[src/rtl/dct_entdaa_writer.sv]
// ----------------------------------------------------------------------------
// dct_entdaa_writer
//
// Collects the per-device results of an ENTDAA sequence (48-bit PID, BCR, DCR
// and the assigned dynamic address). Each device's results are packed into one
// 128-bit Device Characteristic Table entry. The entry is written through the
// hardware DCT write port of the downstream DAT/DCT table block. One entry is
// written per device, at consecutive indices starting from a base index. The
// index wraps modulo DCT_SIZE.
//
// Ports
//   clk_i              clock
//   rst_i              synchronous active-high reset
//   daa_start_i        pulse: new ENTDAA sequence (clears count, latches base)
//   dct_index_base_i   first DCT index of the sequence
//   dev_start_i        pulse: arbitration for the next device begins
//   byte_valid_i       byte_i carries a received PID/BCR/DCR byte
//   byte_i             received byte, MSB-first bus order
//   da_valid_i         pulse: dynamic address assigned and ACKed
//   da_i               assigned dynamic address
//   abort_i            pulse: arbitration lost / NACK, drop current device
//   dct_write_valid_o  one-cycle DCT write strobe
//   dct_index_o        DCT entry index (held between writes)
//   dct_wdata_o        packed DCT entry (held between writes)
//   busy_o             high whenever the FSM is not idle
//   dev_count_o        entries written in this sequence
//   full_o             dev_count_o == DCT_SIZE
//
// Handshake: all inputs are single-cycle qualifiers. They have no ready
// back-pressure. An input that is not legal in the current state is dropped.
// dct_write_valid_o is a one-cycle strobe with no ready. The table block
// accepts it unconditionally.
// ----------------------------------------------------------------------------
module dct_entdaa_writer #(
    parameter int DCT_SIZE = 128,
    parameter int IW       = $clog2(DCT_SIZE)
) (
    input  logic          clk_i,
    input  logic          rst_i,
    input  logic          daa_start_i,
    input  logic [IW-1:0] dct_index_base_i,
    input  logic          dev_start_i,
    input  logic          byte_valid_i,
    input  logic [7:0]    byte_i,
    input  logic          da_valid_i,
    input  logic [6:0]    da_i,
    input  logic          abort_i,
    output logic          dct_write_valid_o,
    output logic [IW-1:0] dct_index_o,
    output logic [127:0]  dct_wdata_o,
    output logic          busy_o,
    output logic [IW:0]   dev_count_o,
    output logic          full_o
);

    localparam logic [1:0] IDLE    = 2'd0;
    localparam logic [1:0] COLLECT = 2'd1;
    localparam logic [1:0] WAIT_DA = 2'd2;
    localparam logic [1:0] WRITE   = 2'd3;

    localparam logic [IW:0] SIZE_W = (IW+1)'(DCT_SIZE);
    localparam logic [IW:0] ONE_W  = (IW+1)'(1);

    logic [1:0]    state_q, state_d;
    logic [2:0]    byte_cnt_q, byte_cnt_d;
    logic [63:0]   shift_q, shift_d;
    logic [IW-1:0] base_q, base_d;
    logic [IW:0]   count_q, count_d;
    logic          wvalid_q, wvalid_d;
    logic [IW-1:0] index_q, index_d;
    logic [127:0]  wdata_q, wdata_d;

    logic          full;
    logic [IW:0]   idx_sum;
    logic [IW:0]   idx_wrap;
    logic [127:0]  packed_entry;

    assign full = (count_q == SIZE_W);

    // base < DCT_SIZE and count < DCT_SIZE whenever a write is possible.
    // A single conditional subtract is therefore enough for the modulo.
    assign idx_sum  = {1'b0, base_q} + count_q;
    assign idx_wrap = (idx_sum >= SIZE_W) ? (idx_sum - SIZE_W) : idx_sum;

    // shift_q after 8 bytes: [63:16] PID, [15:8] BCR, [7:0] DCR
    assign packed_entry = {24'h0, 1'b0, da_i, 16'h0, shift_q[15:8], shift_q[7:0],
                           16'h0, shift_q[31:16], shift_q[63:32]};

    always_comb begin
        state_d    = state_q;
        byte_cnt_d = byte_cnt_q;
        shift_d    = shift_q;
        base_d     = base_q;
        count_d    = count_q;
        wvalid_d   = 1'b0;
        index_d    = index_q;
        wdata_d    = wdata_q;
        if (daa_start_i) begin
            // The strobe of a WRITE in this cycle is already on the port.
            // Only the count update is superseded.
            state_d    = IDLE;
            byte_cnt_d = 3'd0;
            count_d    = '0;
            base_d     = dct_index_base_i;
        end else begin
            case (state_q)
                IDLE: begin
                    if (dev_start_i && !full) begin
                        state_d    = COLLECT;
                        byte_cnt_d = 3'd0;
                    end
                end
                COLLECT: begin
                    if (abort_i) begin
                        state_d    = IDLE;
                        byte_cnt_d = 3'd0;
                    end else if (dev_start_i) begin
                        byte_cnt_d = 3'd0;
                    end else if (byte_valid_i) begin
                        shift_d    = {shift_q[55:0], byte_i};
                        byte_cnt_d = byte_cnt_q + 3'd1;
                        if (byte_cnt_q == 3'd7) begin
                            state_d = WAIT_DA;
                        end
                    end
                end
                WAIT_DA: begin
                    if (abort_i) begin
                        state_d    = IDLE;
                        byte_cnt_d = 3'd0;
                    end else if (dev_start_i) begin
                        state_d    = COLLECT;
                        byte_cnt_d = 3'd0;
                    end else if (da_valid_i) begin
                        state_d  = WRITE;
                        wvalid_d = 1'b1;
                        index_d  = idx_wrap[IW-1:0];
                        wdata_d  = packed_entry;
                    end
                end
                WRITE: begin
                    state_d = IDLE;
                    count_d = count_q + ONE_W;
                end
                default: state_d = IDLE;
            endcase
        end
    end

    always_ff @(posedge clk_i) begin
        if (rst_i) begin
            state_q    <= IDLE;
            byte_cnt_q <= 3'd0;
            shift_q    <= 64'h0;
            base_q     <= '0;
            count_q    <= '0;
            wvalid_q   <= 1'b0;
            index_q    <= '0;
            wdata_q    <= 128'h0;
        end else begin
            state_q    <= state_d;
            byte_cnt_q <= byte_cnt_d;
            shift_q    <= shift_d;
            base_q     <= base_d;
            count_q    <= count_d;
            wvalid_q   <= wvalid_d;
            index_q    <= index_d;
            wdata_q    <= wdata_d;
        end
    end

    assign dct_write_valid_o = wvalid_q;
    assign dct_index_o       = index_q;
    assign dct_wdata_o       = wdata_q;
    assign busy_o            = (state_q != IDLE);
    assign dev_count_o       = count_q;
    assign full_o            = full;

endmodule
[config.mk]
export PLATFORM = sky130hd
export DESIGN_NAME = dct_entdaa_writer
export DESIGN_NICKNAME = d
export VERILOG_FILES = /design/src/rtl/dct_entdaa_writer.sv
export SDC_FILE = /design/constraint.sdc
export NUM_CORES = 1
export LEC_CHECK = 0
export ABC_AREA = 0
export BUFFER_PORTS_ARGS = -buffer_cell sky130_fd_sc_hd__buf_2
export CORE_MARGIN = 2
export CORE_UTILIZATION = 56
export CTS_CLUSTER_DIAMETER = 30
export DETAILED_ROUTE_END_ITERATION = 6
export PLACE_DENSITY = 0.84
export SYNTH_ARGS = -nofsm -noshare
export SYNTH_HDL_FRONTEND = slang
export SYNTH_SLANG_ARGS = --single-unit
[constraint.sdc]
create_clock -name clk_i -period 5.21 [get_ports clk_i]
set_input_delay 0.7815 -clock clk_i [delete_from_list [all_inputs] [get_ports clk_i]]
set_output_delay 0.7815 -clock clk_i [all_outputs]
set_load 0.01 [all_outputs]
Word-level counts from Yosys, hierarchy flattened
Index checks and enable logic that the tools add are counted.
Word-level totals
  logic and storage cells: 58
  output and inout bits: 146
  register bits after elaboration: 163
Operators by class
  bitwise gates (word level): 4
  reduce and logical (&&, ||, !) cells: 11
  equal/unequal tests: 12
  magnitude comparators: 1
  mux-type cells: 18
  add/subtract/negate cells: 4
Operators by type and width (count)
  3-bit 2-to-1 mux: 6
  2-bit 2-to-1 mux: 8
  5-bit AND reduction: 3
  3-bit inequality test, second input constant: 4
  3-bit case mux with 3 select lines: 1
  7-bit by 8-bit adder with 8-bit output: 1
  8-bit by 1-bit adder with 8-bit output, second input constant: 1
  8-bit == test, second input constant: 1
  8-bit >= comparator, second input constant: 1
  4-bit inequality test, second input constant: 2
  2-bit case mux with 4 select lines: 1
  7-bit 2-to-1 mux: 1
  7-bit by 1-bit subtractor with 7-bit output, second input constant: 1
  5-bit OR reduction: 1
  2-bit == test, second input constant: 2
  1-bit NOT: 4
  4-bit AND reduction: 1
  3-bit by 1-bit adder with 3-bit output, second input constant: 1
  3-bit == test, second input constant: 1
  3-bit nonzero test: 1
  2-bit by 1-bit == test with 1-bit output, second input constant: 1
  2-bit zero test: 1
  2-bit inequality test, second input constant: 1
  2-bit nonzero test: 1
  other kinds (4): 4

Depth between registers and ports, before layout
Gate-level depths: netlist of the first run.
  depth after elaboration: 6
  mapped depth: 7
  mapped depth without buffers: 6

Least setup slack after synthesis of the first run
No wires, ideal clock.
  kind: input -> register
  from: input port daa_start_i
  to: register wdata_q[45], in the netlist dct_wdata_o[45]
  setup time: 0.132 ns
  data required time: 5.078 ns
  arrival time: 1.762 ns
  path slack: 3.316 ns
  cell stages on the path: 7
  path buffers: 3
  cells stage by stage: buf_4 nor3_4 nand3_2 buf_2 buf_2 nand2_1 a21oi_1
Between the ends
  longest elaborated chain between the ends: 2
Ends and longest elaborated chain
  from (decl): line 40  | input logic daa_start_i,
  1-bit NOT (no line)
  5-bit AND reduction (no line)
  to (signal assigned): line 168  | wdata_q <= wdata_d;
  to (decl): line 71  | logic [127:0] wdata_q, wdata_d;
No other way between the ends.
A chain may end at the register's enable or synchronous reset.

Final worst setup path of the first run
  from: register count_q[1], in the netlist dev_count_o[1]
  to: output port full_o
Between the ends
  longest elaborated chain between the ends: 1
Ends and longest elaborated chain
  from (decl): line 68  | logic [IW:0] count_q, count_d;
  from (signal assigned): line 165  | count_q <= count_d;
  8-bit == test: line 78  | assign full = (count_q == SIZE_W);
  to (decl): line 53  | output logic full_o
No other way between the ends.

==> metrics.txt, run 1 <==
run status=complete, no violations; final-report setup violation count=0; Vias per Instance=5.078; largest family of logic cells by synthesized area=simple AND/OR/NAND/NOR gates; worst-skew pair later-pin latency=420 ps; Synth Area in XOR/XNOR=1.331%; Clock Sinks=163; number of synthesized flops with an enable pin=0; Synth-to-Final Area Change=14.18%; Routability Congestion=0.7892; Setup Fix Bufs, Post-CTS=0; Synth async-reset ratio=0%; worst r2r path cells=5; post-synth top area cell=dfxtp_1; part of the power in registers=48.2%; VDD IR max=0.2823 mV; CTS tree=yes; diode count=0; CTS max path bufs=2; Initial Util=57.39%; vias in the first global route=4736; Die Area=12640 um2; PwrDens=345.7 nW/um2; total CTS buffers=17; vias post-DR=5367; GRT Overall Usage=21.88%; Final Cycle Share=47.30%; Top FF cell, synth=dfxtp_1; CTS root buffer=clkbuf_16; final hold viol count=0; core area=11470 um2; Post-Route Setup TNS=0 ps; adder-cell area share of the yosys netlist=2.205%; die width=112.4 um; Pre-antenna DRT Iters=7; NetSw=0.0005517 W; Post-Syn Instances=812; htree depth=4; Yosys reg bits=163; initial antenna violation count=0; Synth Area in Compound Gates=13.04%; sw frac=21.24%; DRT iter0 DRCs=419; most common cell in the netlist=nand2_1; Fmax=405.8 MHz; hpwl dp=8622 um; WHS Path Cells=2; Synth Warn #=0; Layout Skew=11.38 ps; clock slew at reported path FFs=60 ps; logic gate share of total power=2.9%; Final ANT Viol Nets=0; clock network power share=48.8%; Leakage Power=3.064 nW; multiplexer area fraction after synthesis=1.673%; synth top area cells=dfxtp_1 50%, nand2_1 16%, a21oi_1 11%, buf_4 8.2%, ha_1 1.9%; Mean Syn Cell Area=8.105 um2; Ports=175; Post-synth top cells=286 x nand2_1, 163 x dfxtp_1, 142 x a21oi_1; Worst Path Arrival=1680 ps; Cell Area, Synth=6581 um2; worst-path fanout max=7; sequential fraction of the synthesis area=49.58%; RSZ-0062 raised after global routing=no; largest net degree at the start of global routing=81; worst relative slew slack=25.38%; row cnt=39; Post-Synth Simple-Gate Area=21.50%; pin slew with the least headroom to its limit=1119 ps; Slew Limit Fails=0; critical path endpoint category=output port; cts repair resizes=0; Hold Buf Count CTS=0; final wirelength=13700 um; min Tclk post-route=2464 ps; layout cell share with drive strength beyond 1=17.72%; top cell type's share of synthesized area=49.58%; DRC violations left=0; worst hold path class=reg -> reg; wire length per cell=12.96 um; Crit Path Class=reg -> out; total grt overflow=0; Die Y=112.4 um; internal power=0.002046 W; Synth cell types=39; Crit path required time=4430 ps; critical path launch point type=register; Nets=941; worst hold slack=448.6 ps; Buffers on Ports=117; Filler Cell Count=1007; max_cap viols=0; first-pass GRT wire length=22320 um
-- layout make-up --
| cell class | count | area, um2 | area share, % |
|---|---|---|---|
| clock buffers | 19 | 452.9 | 6.027 |
| clock inverters | 13 | 158.9 | 2.115 |
| inverters | 5 | 18.77 | 0.2498 |
| multi-input cells | 594 | 2831 | 37.68 |
| flip-flops and latches | 163 | 3263 | 43.42 |
| well taps | 143 | 178.9 | 2.381 |
| repair buffers | 120 | 610.6 | 8.125 |
-- power groups by stage --
stage	logic [W]	clock network, W	registers, W
4_1_cts	0.0000752	0.00129	0.00125
6_report	0.0000759	0.00127	0.00125
3_3_place_gp	0.0000749	0	0.00128
3_5_place_dp	0.0000749	0	0.00128
2_1_floorplan	0.0000881	0	0.00128
5_1_grt	0.0000843	0.00136	0.00125
-- critical path, cell delays in order, from the launching register on --
cell     delay [ps]
dfxtp_1         390
inv_1            80
ha_1            150
nor4b_1         240
nand3_1         200
inv_1            80
buf_2           120
-- cells by family (layout without fill, tap and decap cells) --
logic type                 count (synthesis)  count (layout)
xor gates and xnor gates                  10              10
AOI/OAI and AO/OA                        160             160
buffers and inverters                    111             157
muxes                                     11              11
and+or+nand+nor                          345             345
adders and majority gates                 11              11
DFF                                      163             163
other                                      1              57
-- worst paths after layout --
path | start | endpoint | slack [ps]
setup / recovery | dev_count_o[1] | full_o | 2750
hold / removal | dct_wdata_o[13] | dct_wdata_o[13] | 450
setup reg to reg | state_q[1] | dct_wdata_o[34] | 3020
hold reg to reg | dct_wdata_o[13] | dct_wdata_o[13] | 450
-- state kept, by name (all words and copies together) (netlist names) --
signal,count
dct_index_o,7
dev_count_o,8
base_q,7
state_q,2
shift_q,64
dct_write_valid_o,1
byte_cnt_q,3
dct_wdata_o,71
-- metrics by stage --
step	cells	instance area (um2)	power [W]	utilization, %	setup WS, ps
after global routing	1057	7515	0.002692	65.53	2508
after floorplan	868	6792	0.001368	-	3316
after global placement	1025	6903	0.001356	60.20	2429
after CTS	1057	7515	0.002621	65.53	2739
final	1057	7515	0.002598	65.53	2746
after detailed placement	1025	6903	0.001356	60.20	2430
-- routing by layer --
layer	global-route usage, %	vias up	routed length (um)	part of all wire, %
li1	-	2716	-	-
met1	28.02	2485	6099	45
met2	34.70	157	6634	48
met3	7.667	9	809	5.9
met4	7.398	0	153	1.1
met5	0	-	0	0
-- cells in the final DEF, fill, tap and decap left out, drive strengths merged, types with 4 or more instances in the layout --
| cell type | count |
|---|---|
| xor2 | 7 |
| a21oi | 142 |
| clkbuf | 19 |
| dfxtp | 163 |
| conb | 57 |
| nand4 | 4 |
| buf | 120 |
| and3 | 4 |
| ha | 10 |
| mux2i | 11 |
| nor2 | 26 |
| inv | 5 |
| nand3 | 8 |
| clkinv | 7 |
| nand2 | 286 |
| nor2b | 4 |
Note: power is estimated with default switching activity, not from simulation.
==> run 2: changes to the inputs <==
ABC_AREA = 1   (was 0)
CORE_UTILIZATION = 53   (was 56)
PLACE_DENSITY = 0.8   (was 0.84)
clock period = 2.4 ns   (was 5.21 ns; I/O delays follow)
==> metrics.txt, run 2 <==
r2r setup slk=620 ps (-2400 ps); Post-Syn Instances=872 (+7.4%); critical path launch point type=register; number of synthesized flops with an enable pin=0 (unchanged); post-synth top area cell=dfxtp_1; Slew Limit Fails=0 (unchanged); Top FF cell, synth=dfxtp_1; synth top area cells=dfxtp_1 49%, nor2_1 17%, o21ai_1 9.2%, buf_4 6.5%, buf_6 3.5%; min Tclk post-route=1888 ps; die width=116.5 um (+3.7%); Synth async-reset ratio=0% (unchanged); Clock Sinks=163 (unchanged); Hold Buf Count CTS=0 (unchanged); wire length per cell=12.16 um (-6.2%); worst path bufs/invs=3 (unchanged); Die Area=13580 um2 (+7.5%); Mean Syn Cell Area=7.697 um2 (-5.0%); Synth Warn #=0 (unchanged); delay-heaviest family, CP=flip-flops; Layout Skew=8.873 ps (-2.510 ps); Crit path required time=2040 ps (-2390 ps); max reg flops=71 (unchanged); worst hold path class=in -> reg; row cnt=41 (+5.1%); Vias per Instance=4.839 (-4.7%); commonest non-fill, non-tap cell in the layout=nor2_1; PwrDens=747.1 nW/um2 (+120%); PnR worst setup slack=511.7 ps (-2234 ps); Post-synth top cells=308 x nor2_1, 163 x dfxtp_1, 123 x o21ai_1; htree depth=4 (unchanged); first-pass GRT wire length=22880 um (+2.5%); vias in the first global route=4926 (+4.0%); top cell type's share of synthesized area=48.62% (-0.96 points); Buffers on Ports=117 (unchanged); CTS tree=yes; sequential fraction of the synthesis area=48.62% (-0.96 points); CTS root buffer=clkbuf_16; total CTS buffers=17 (unchanged); Crit path largest cell delay=470 ps (+80 ps); Worst Path Arrival=1530 ps (-150 ps); VDD IR max=0.5023 mV (+78%); critical path endpoint category=output port; Leakage Power=4.154 nW (+36%); Initial Util=53.84% (-3.6 points); cts repair resizes=0 (unchanged); total grt overflow=0 (unchanged); vias post-DR=5579 (+4.0%); dpl ws=567.6 ps (-1862 ps); Die Y=116.5 um (+3.7%); Pre-antenna DRT Iters=5 (-2); CTS max path bufs=2 (unchanged); Fmax=529.6 MHz; Final Cycle Share=78.68%; Cell Area, Synth=6711 um2 (+2.0%); Crit-path slowest cell=dfxtp_1; final wirelength=14020 um (+2.4%); DRC violations left=0 (unchanged); Routability Congestion=0.8713 (+10%); Synth cell types=27 (-31%); clock slew at reported path FFs=60 ps (about the same); final-report setup violation count=0 (unchanged); Crit Path Class=reg -> out; Synth-to-Final Area Change=14.35%; Yosys reg bits=163 (unchanged); commonest cells after routing, fill and taps aside=308 x nor2_1, 163 x dfxtp_1, 123 x o21ai_1, 117 x buf_2, 57 x conb_1; largest net degree at the start of global routing=90 (+11%); Post-Route Setup TNS=0 ps (unchanged); Nets=1008 (+7.1%); RSZ-0062 raised after global routing=no; max_cap viols=0 (unchanged); overall power=0.005734 W (+120%); worst-path fanout max=6 (-1); most common cell in the netlist=nor2_1; hpwl dp=9264 um (+7.5%); layout cell share with drive strength beyond 1=17.02% (-0.70 points); initial antenna violation count=0 (unchanged); run status=complete, no violations; DRT iter0 DRCs=281 (-33%); Ports=175 (unchanged); critical-path cell list=inv_1 -> ha_1 -> nand2_1 -> nor2_1 -> nand2_1 -> inv_1 -> buf_2; worst-skew pair later-pin latency=420 ps (about the same); core area=12470 um2 (+8.7%); diode count=0 (unchanged); final core utilization=61.57% (-4.0 points); final hold viol count=0 (unchanged); Final ANT Viol Nets=0 (unchanged); Setup Fix Bufs, Post-CTS=0 (unchanged); GRT Overall Usage=20.91% (-0.97 points)
## run 2: cell type report
cell class / instances / area, um2
sequential: 163 / 3263
clock buffer: 19 / 452.9
clock inverter: 13 / 158.9
inverter: 37 / 140.1
timing repair buffer: 126 / 690.7
multi-input combinational: 623 / 2754
fill: 1146 / 4791
tap: 172 / 215.2
## run 2: power breakdown
part           switching [W]  internal (W)
clock network        0.00105       0.00169
logic               0.000165     0.0000710
registers          0.0000206       0.00273
total                0.00124       0.00449
## run 2: path summary, 6_finish.rpt
kind / to / cells after the start / startpoint
setup / recovery: full_o / 7 / dev_count_o[1]
hold / removal: dct_write_valid_o / 2 / rst_i
hold reg to reg: byte_cnt_q[1] / 2 / byte_cnt_q[1]
setup reg to reg: shift_q[43] / 8 / state_q[0]
## run 2: stage by stage
stage | hold slack, ps | cells | cell area, um2
2_1_floorplan | 432.4 | 928 | 6922
3_3_place_gp | 459.9 | 1121 | 7063
3_5_place_dp | 461.9 | 1121 | 7063
5_1_grt | 149.7 | 1153 | 7675
6_report | 142.9 | 1153 | 7675
4_1_cts | 129.6 | 1153 | 7675
## run 2: routing by layer
layer  vias to the layer above  part of all wire [%]  global-route usage [%]
met1                      2524                    48                   28.13
met5                         -                     0                       0
met4                         0                   1.1                   6.745
li1                       2876                     -                       -
met2                       166                    46                   33.18
met3                        13                   5.7                   5.293
## run 2: logic make-up after synthesis
logic type      Yosys count  synth area share [%]
compound gates          171                 12.94
xor+xnor                  2                0.2610
simple gates            382                 22.30
fa+ha+maj                11                 2.163
other cells               1               0.05587
flops                   163                 48.62
buf+inv                 142                 13.67
